[config.mk]
export PLATFORM = sky130hd
export DESIGN_NAME = smpc_port_poller
export DESIGN_NICKNAME = d
export VERILOG_FILES = /design/src/rtl/smpc_port_poller.sv
export SDC_FILE = /design/constraint.sdc
export NUM_CORES = 1
export LEC_CHECK = 0
export CAP_MARGIN = 20
export CORE_MARGIN = 1
export CORE_UTILIZATION = 55
export DETAILED_ROUTE_END_ITERATION = 12
export PLACE_DENSITY = 0.73
export SLEW_MARGIN = 5
export SYNTH_ARGS = -nofsm -noshare
export SYNTH_HDL_FRONTEND = slang
export SYNTH_SLANG_ARGS = --single-unit
[constraint.sdc]
create_clock -name CLK -period 3.1 [get_ports CLK]
set_clock_uncertainty 0.05 [all_clocks]
set_input_delay 0.465 -clock CLK [delete_from_list [all_inputs] [get_ports CLK]]
set_output_delay 0.465 -clock CLK [all_outputs]
set_load 0.005 [all_outputs]
[src/rtl/smpc_port_poller.sv]
// rtl/smpc_port_poller.sv - autonomous TH/TR/TL nibble-handshake port scanner with paged output buffer
//
// Ports:
//   CLK, RST_N       clock, asynchronous active-low reset
//   CE               clock enable; FSM, timers and buffer writes advance only on CE
//   START/CONT/BRK   command strobes: begin scan, continue after full page, abort scan
//   PEN[NPORTS]      per-port enable
//   PO[7*NPORTS]     port pins out, per port bit6=TH, bit5=TR, other bits 1
//   PI[7*NPORTS]     port pins in, per port bit4=TL, bits3:0=data nibble
//   RADDR/RDATA      host buffer read, RDATA registered with 1 CLK latency
//   BUSY             scan in progress (including waiting on a full page)
//   PAGE_RDY/MORE    page valid for host read / further data pending
//   WCOUNT           valid bytes in the reported page
//   IRQ_N            one-CLK low pulse whenever a page is reported
module smpc_port_poller #(
    parameter int NPORTS     = 2,
    parameter int OREG_DEPTH = 32,
    parameter int SETTLE     = 8,
    parameter int TIMEOUT    = 255
) (
    input  logic                          CLK,
    input  logic                          RST_N,
    input  logic                          CE,
    input  logic                          START,
    input  logic                          CONT,
    input  logic                          BRK,
    input  logic [NPORTS-1:0]             PEN,
    output logic [7*NPORTS-1:0]           PO,
    input  logic [7*NPORTS-1:0]           PI,
    input  logic [$clog2(OREG_DEPTH)-1:0] RADDR,
    output logic [7:0]                    RDATA,
    output logic                          BUSY,
    output logic                          PAGE_RDY,
    output logic                          MORE,
    output logic [$clog2(OREG_DEPTH):0]   WCOUNT,
    output logic                          IRQ_N
);
    localparam int AW = $clog2(OREG_DEPTH);
    localparam int PW = (NPORTS > 1) ? $clog2(NPORTS) : 1;
    localparam int CW = 16;

    typedef enum logic [2:0] {S_IDLE, S_SEL, S_REQ, S_ACK, S_EMIT, S_PAGE, S_FIN} state_t;
    // What happens after the pending byte is written
    typedef enum logic [1:0] {K_END, K_F1, K_DATA, K_FILL} kind_t;

    state_t         r_state, w_state_next;
    kind_t          r_kind;
    logic [PW-1:0]  r_port;
    logic           r_th, r_tr, r_hdr, r_nib;
    logic [CW-1:0]  r_cnt;
    logic [3:0]     r_hi, r_remain;
    logic [7:0]     r_hdrb, r_pend, r_rdata;
    logic [AW:0]    r_idx, r_wcount;
    logic           r_busy, r_page_rdy, r_more, r_irq_n;
    logic [7:0]     r_buf [OREG_DEPTH];

    logic [6:0]     w_pi_sel;
    logic           w_match, w_tmo, w_settle, w_full, w_last, w_brk, w_emit_end;

    always_comb begin
        w_pi_sel = '1;
        for (int p = 0; p < NPORTS; p++)
            if (PW'(p) == r_port) w_pi_sel = PI[p*7 +: 7];
    end

    always_comb begin
        PO = '1;
        for (int p = 0; p < NPORTS; p++)
            if (PW'(p) == r_port) begin
                PO[p*7+6] = r_th;
                PO[p*7+5] = r_tr;
            end
    end

    assign w_match  = (w_pi_sel[4] == r_tr);
    assign w_tmo    = (r_cnt == CW'(TIMEOUT - 1));
    assign w_settle = (r_cnt == CW'(SETTLE - 1));
    assign w_full   = (r_idx == (AW+1)'(OREG_DEPTH));
    assign w_last   = (r_port == PW'(NPORTS - 1));
    assign w_brk    = BRK && (r_state != S_IDLE) && (r_state != S_FIN);
    // Port is finished once its last byte (marker, final data or final fill) is written
    assign w_emit_end = (r_kind == K_END) ||
                        ((r_kind == K_DATA) && (r_remain == 4'd0)) ||
                        ((r_kind == K_FILL) && (r_remain == 4'd1));

    always_ff @(posedge CLK or negedge RST_N) begin
        if (!RST_N) r_state <= S_IDLE;
        else        r_state <= w_state_next;
    end

    always_comb begin
        w_state_next = r_state;
        if (CE) begin
            case (r_state)
                S_IDLE: if (START) w_state_next = S_SEL;
                S_SEL:  if (!PEN[r_port]) w_state_next = S_EMIT;
                        else if (w_settle) w_state_next = S_REQ;
                S_REQ:  w_state_next = S_ACK;
                S_ACK:  if (w_match) w_state_next = r_nib ? S_EMIT : S_REQ;
                        else if (w_tmo) w_state_next = S_EMIT;
                S_EMIT: if (w_full) w_state_next = S_PAGE;
                        else if (r_kind == K_F1) w_state_next = S_EMIT;
                        else if (w_emit_end) w_state_next = w_last ? S_FIN : S_SEL;
                        else if (r_kind == K_FILL) w_state_next = S_EMIT;
                        else w_state_next = S_REQ;
                S_PAGE: if (CONT) w_state_next = S_EMIT;
                S_FIN:  w_state_next = S_IDLE;
                default: w_state_next = S_IDLE;
            endcase
            if (w_brk) w_state_next = S_FIN;
        end
    end

    always_ff @(posedge CLK or negedge RST_N) begin
        if (!RST_N) begin
            r_kind <= K_END;  r_port <= '0;  r_th <= 1'b1;  r_tr <= 1'b1;
            r_hdr <= 1'b1;    r_nib <= 1'b0; r_cnt <= '0;   r_hi <= '0;
            r_remain <= '0;   r_hdrb <= '0;  r_pend <= '0;  r_rdata <= '0;
            r_idx <= '0;      r_wcount <= '0;
            r_busy <= 1'b0;   r_page_rdy <= 1'b0; r_more <= 1'b0; r_irq_n <= 1'b1;
            for (int i = 0; i < OREG_DEPTH; i++) r_buf[i] <= '0;
        end else begin
            r_rdata <= r_buf[RADDR];
            r_irq_n <= 1'b1;
            if (CE) begin
                if (w_brk) begin
                    r_th <= 1'b1;
                    r_tr <= 1'b1;
                end else begin
                    case (r_state)
                        S_IDLE: if (START) begin
                            r_busy <= 1'b1; r_page_rdy <= 1'b0; r_more <= 1'b0;
                            r_idx <= '0;    r_port <= '0;       r_cnt <= '0;
                        end
                        S_SEL: if (!PEN[r_port]) begin
                            r_pend <= 8'hF0;
                            r_kind <= K_END;
                        end else begin
                            r_th <= 1'b0;  r_tr <= 1'b1;
                            r_hdr <= 1'b1; r_nib <= 1'b0;
                            r_cnt <= w_settle ? '0 : r_cnt + 1'b1;
                        end
                        S_REQ: begin
                            r_tr  <= ~r_tr;
                            r_cnt <= '0;
                        end
                        S_ACK: if (w_match) begin
                            r_cnt <= '0;
                            if (!r_nib) begin
                                r_hi  <= w_pi_sel[3:0];
                                r_nib <= 1'b1;
                            end else begin
                                r_nib <= 1'b0;
                                if (r_hdr) begin
                                    // Marker goes out first; header byte is held until after it
                                    r_hdr    <= 1'b0;
                                    r_remain <= w_pi_sel[3:0];
                                    r_hdrb   <= {r_hi, w_pi_sel[3:0]};
                                    r_pend   <= 8'hF1;
                                    r_kind   <= K_F1;
                                end else begin
                                    r_remain <= r_remain - 4'd1;
                                    r_pend   <= {r_hi, w_pi_sel[3:0]};
                                    r_kind   <= K_DATA;
                                end
                            end
                        end else if (w_tmo) begin
                            r_cnt  <= '0;
                            r_pend <= r_hdr ? 8'hF0 : 8'hFF;
                            r_kind <= r_hdr ? K_END : K_FILL;
                        end else begin
                            r_cnt <= r_cnt + 1'b1;
                        end
                        S_EMIT: if (w_full) begin
                            r_wcount   <= (AW+1)'(OREG_DEPTH);
                            r_page_rdy <= 1'b1;
                            r_more     <= 1'b1;
                            r_irq_n    <= 1'b0;
                        end else begin
                            r_buf[r_idx[AW-1:0]] <= r_pend;
                            r_idx <= r_idx + 1'b1;
                            r_cnt <= '0;
                            if (r_kind == K_F1) begin
                                r_pend <= r_hdrb;
                                r_kind <= K_DATA;
                            end else if (w_emit_end) begin
                                r_th   <= 1'b1;
                                r_tr   <= 1'b1;
                                r_port <= r_port + 1'b1;
                            end else if (r_kind == K_FILL) begin
                                r_remain <= r_remain - 4'd1;
                            end
                        end
                        S_PAGE: if (CONT) begin
                            r_page_rdy <= 1'b0;
                            r_idx      <= '0;
                        end
                        S_FIN: begin
                            r_wcount   <= r_idx;
                            r_page_rdy <= 1'b1;
                            r_more     <= 1'b0;
                            r_irq_n    <= 1'b0;
                            r_busy     <= 1'b0;
                            r_th       <= 1'b1;
                            r_tr       <= 1'b1;
                        end
                        default: ;
                    endcase
                end
            end
        end
    end

    assign RDATA    = r_rdata;
    assign BUSY     = r_busy;
    assign PAGE_RDY = r_page_rdy;
    assign MORE     = r_more;
    assign WCOUNT   = r_wcount;
    assign IRQ_N    = r_irq_n;
endmodule

Word level (Yosys, flattened, before mapping) --
Cells that the tools add are included.
Operators by class: $add $sub $neg 4, multipliers 0, divide/modulo/power cells 0, order comparisons 4, eq/ne operators 38, shift operators 0, multiplexer cells 94, bitwise logic cells 6, reduce and logical (&&, ||, !) cells 40
Operator list (count):
- 256-bit bitwise mux | 1
- 16-bit two-way mux | 6
- 8-bit two-way mux | 10
- 16-bit one-hot mux with 5 select lines | 1
- 6-bit AND reduction | 7
- 8-bit binary-select mux with 5-bit select | 1
- 8-bit demux with 5-bit select | 1
- 3-bit two-way mux | 13
- 4-bit two-way mux | 8
- 3-bit != test, second input constant | 9
- 2-bit != test, second input constant | 13
- 6-bit two-way mux | 4
- 8-bit one-hot mux with 3 select lines | 1
- 1-bit two-way mux | 23
- 2-bit two-way mux | 10
- 5-bit AND reduction | 4
- 3-bit one-hot mux with 6 select lines | 1
- 6-bit one-hot mux with 3 select lines | 1
- 16-bit by 1-bit adder with 16-bit output, second input constant | 1
- 16-bit by 3-bit == test with 1-bit output, second input constant | 1
- 16-bit by 8-bit == test with 1-bit output, second input constant | 1
- 6-bit >= comparator, second input constant | 2
- 5-bit inverter with 6-bit output | 2
- 6-bit one-hot mux with 2 select lines | 1
- other kinds (34) | 64
Word-level totals: register bits after elaboration 330, latch bits 0, bits in writable memories 0, memory bits (read-only) 0, output and inout bits 32, memories 0

Logic depth before layout (Yosys ltp) --
depth in word-level cells 9, depth in mapped cells 10

Least setup slack after synthesis --
Ideal clock, no wire load.
path type reg-to-reg, start register r_idx[4], end register r_buf[120] in the netlist's numbering, setup time 0.125 ns, arrival 2.133 ns, required time 2.925 ns, slack 0.792 ns, stages on the path, launching flop included 8, path buffers 2, cell sequence dfrtp_1 -> buf_6 -> nor3_4 -> a21oi_4 -> and3_4 -> buf_12 -> nand2_4 -> mux2_2
Between the ends: longest elaborated chain between the ends 6
RTL lines:
- start: declaration | line 53 | logic [AW:0] r_idx, r_wcount;
- start signal: assignment | line 181 | r_idx <= r_idx + 1'b1;
- 5-bit inverter with 6-bit output (implied by the code) | line 180 | r_buf[r_idx[AW-1:0]] <= r_pend;
- 6-bit >= comparator (implied by the code) or 6-bit by 1-bit < comparator with 1-bit output (tied branches) | line 180
- 1-bit logical AND (implied by the code) | line 180
- 8-bit two-way mux (implied by the code) | line 180
- 8-bit demux with 5-bit select | line 180
- 256-bit bitwise mux | line 180
- end signal: indexed assignment | line 180
- end: declaration | line 55 | logic [7:0] r_buf [OREG_DEPTH];
Several ways; a longest one is shown, not always the timed one. A chain may end at the register's enable or synchronous reset.

Final worst setup path --
start register r_state[1], end register r_pend[7]
Between the ends: longest elaborated chain between the ends 5
RTL lines:
- start: declaration | line 46 | state_t r_state, w_state_next;
- start signal: assignment | line 88 | else r_state <= w_state_next;
- branches (longest 5 deep; another with 8-bit AND reduction)
- end signal: assignment | line 163 | r_pend <= {r_hi, w_pi_sel[3:0]};
- end signal: assignment | line 169 | r_pend <= r_hdr ? 8'hF0 : 8'hFF;
- end signal: assignment | line 184 | r_pend <= r_hdrb;
- end: declaration | line 52 | logic [7:0] r_hdrb, r_pend, r_rdata;
Parallel ways; which one is timed is not known.

==> run metrics <==
Area Growth Syn to Fin 13.7%; R2R depth 6; Synth top cells by count dfrtp_1 (326), mux2_2 (247), mux4_2 (64), nand2_1 (57), clkbuf_1 (40); CTS max path bufs 3; Setup crit start r_state[1]; slowest CP cell dfrtp_1; CP max FO 12; flop-to-flop setup slack 0.58 ns; Primary FF master, synth dfrtp_1; worst-skew pair later-pin latency 0.52 ns; Crit Path Category reg -> reg; RSZ-0062 raised after global routing no; Routed WL 35700 um; status complete, no violations; first-pass GRT wire length 58700 um; Setup WS pre-CTS 0.357 ns; worst r2r dst r_pend[7]; number of cells after detailed placement 1587; antenna-violating nets left 0; 1st-iter DRT viols 640; Worst Path Required 3.44 ns; PD cells 702 nW/um2; Hold Crit Start r_hdrb[0]; Via density 6.03; initial antenna violation count 1; Initial Util 55.8%; WL/cell 21.5 um; Port Buffers 44; nets 1276; largest net degree at the start of global routing 73; Critical R2R Launch r_state[1]; Synth area leaders dfrtp_1 (49%), mux2_2 (17%), mux4_2 (8.7%); Rows 63; Cell Area, Synth 16500 um2; max cap viols 0; Critical Path Stages 6; fin worst setup slack 0.576 ns; Yosys cell types 83; Fillers 2164; worst-margin pin slew 0.754 ns; Buf/Inv on CP 1; Slew headroom 49.8%; Ports 59; Chip Height 175 um; WP data arrival 2.87 ns; number of synthesized register bits 330; Clock Sink Count 330; Syn Inst Count 1191; area of the multi-input gates 7710 um2; final core occ 63.5%; most numerous cell in the Yosys netlist dfrtp_1; Fin. Hold Viols 0; CTS tree built; Finished Layout Cells 1659; vias post-DR 10009; Setup crit end r_pend[7]; DP HPWL 23400 um; Startpoint Class register; Critical Path End Type register; Post-synth EDFFs 0; setup bufs post-CTS 0; area leader, netlist dfrtp_1; register area 8260 um2; share of the synthesized area in the top cell type 49.4%; Final period util 81.4%; asr flop ratio synth 100%; share of layout cells above drive strength 1 38.2%; core footprint 29600 um2; Tmin final 2.52 ns; TritonRoute pass-1 iters 5; CTS root buf clkbuf_16; Worst Hold Class reg -> reg; VDD IR max 0.630 mV; Chip Width 175 um; Warnings, synthesis 0; clock-pin slew on the worst setup and hold paths 0.06 ns; grt ovf 0; setup violators final 0; Cell Chain, Critical Path buf_4 > nor2b_1 > nand2_1 > o31a_1 > nand4_2 > mux2_2; DRC 0; GRT Util Overall 24.5%; vias in the first global route 10464; CP top delay family simple AND/OR/NAND/NOR gates; Slew Limit Fails 0; Die ar. 30700 um2; Num CTS Buffers 36; H-tree depth 2; setup_tns 0 ns; leak pwr 8.89 nW; FMAX 396 MHz; Final Wtd Congestion 0.884; post-synthesis sequential area ratio 50.1%; Crit path largest cell delay 0.57 ns; Syn Area/Cell 13.9 um2
tightest hold or removal path: cells and delay by family, from the launching register on:
kind | cells | cell delay (ns)
AO/OA/AOI/OAI | 1 | 0.06
flip-flops | 1 | 0.34
AND/OR/NAND/NOR | 1 | 0.05
state kept, by name, summed over array words and instances, names as in the netlist, 4 cells and up:
register / cells
r_idx: 6
r_buf: 256
r_hi: 4
r_pend: 8
WCOUNT: 6
RDATA: 8
r_cnt: 16
r_hdrb: 8
r_remain: 4
worst min path at each step:
stage	to	slack [ns]	depth (start not counted)
after floorplan	BUSY	0.12	0
after global placement	r_hdrb[0]	0.41	2
after detailed placement	r_buf[182]	0.43	1
after CTS	r_buf[47]	0.44	1
after global routing	r_buf[75]	0.46	1
final	r_hdrb[0]	0.44	2
final cells by class:
class,instances,area share [%]
flip-flops and latches,330,44.0
multi-input cells,767,41.1
clock buffers,56,5.90
repair buffers,90,5.17
well taps,390,2.60
clock inverters,10,0.874
inverters,15,0.300
diodes,1,0.0133
placed cells by master (no fill, tap or decap), types with 6 or more instances in the layout:
cell	count
o21ai_0	32
clkbuf_8	11
nand4_1	9
clkbuf_16	37
buf_12	6
clkbuf_1	8
a21oi_1	25
mux2_4	8
nor2b_1	10
nor2_1	31
a221oi_1	10
or4_1	6
nand2_1	57
buf_4	33
mux4_2	64
nand2_4	14
ha_1	9
mux2i_1	39
clkdlybuf4s50_1	40
nand3_1	17
a31oi_1	7
and2_1	6
o31ai_1	17
mux2_1	19
nand2_8	18
inv_1	14
dfrtp_1	326
nor3_1	8
conb_1	10
mux2_2	247
a22o_1	11
logic make-up (layout without fill, tap and decap cells):
logic type / after synthesis / in the layout / share of synthesized area, %
XOR/XNOR: 6 / 6 / 0.318
adder cells (fa/ha/maj): 9 / 9 / 0.682
other: 1 / 11 / 0.0227
flip-flops: 330 / 330 / 50.1
AND/OR/NAND/NOR: 221 / 221 / 9.47
AO/OA/AOI/OAI: 144 / 144 / 6.05
multiplexers: 377 / 377 / 30.0
buffers and inverters: 103 / 171 / 3.42
power breakdown:
group	switching (W)	internal, W	leakage [nW]
combinational	0.00179	0.00143	3.75
clock	0.00174	0.00280	0.623
sequential	0.000591	0.00481	4.51
per-layer routing:
metal  vias up  part of all wire, %  global-route usage (%)
met4         0                  1.9                    6.70
met3        41                  3.8                    3.74
li1       4540                    -                       -
met1      5220                   45                    33.9
met5         -                    0                       0
met2       208                   49                    40.4
repair_timing:
action                                  CTS  global route
endpoints found under the setup margin    0             0
resized for setup                         0             0
hold buffers                              1             0
hold endpoints to repair                 66             0
per-stage QoR:
stage	total power (W)	cell area, um2	hold slack [ns]
2_1_floorplan	0.00738	16500	0.119
3_3_place_gp	0.00836	17300	0.414
3_5_place_dp	0.00858	17400	0.426
4_1_cts	0.0132	18700	0.441
5_1_grt	0.0138	18800	0.456
6_report	0.0132	18800	0.438
Power figures use the tool's default switching activity.
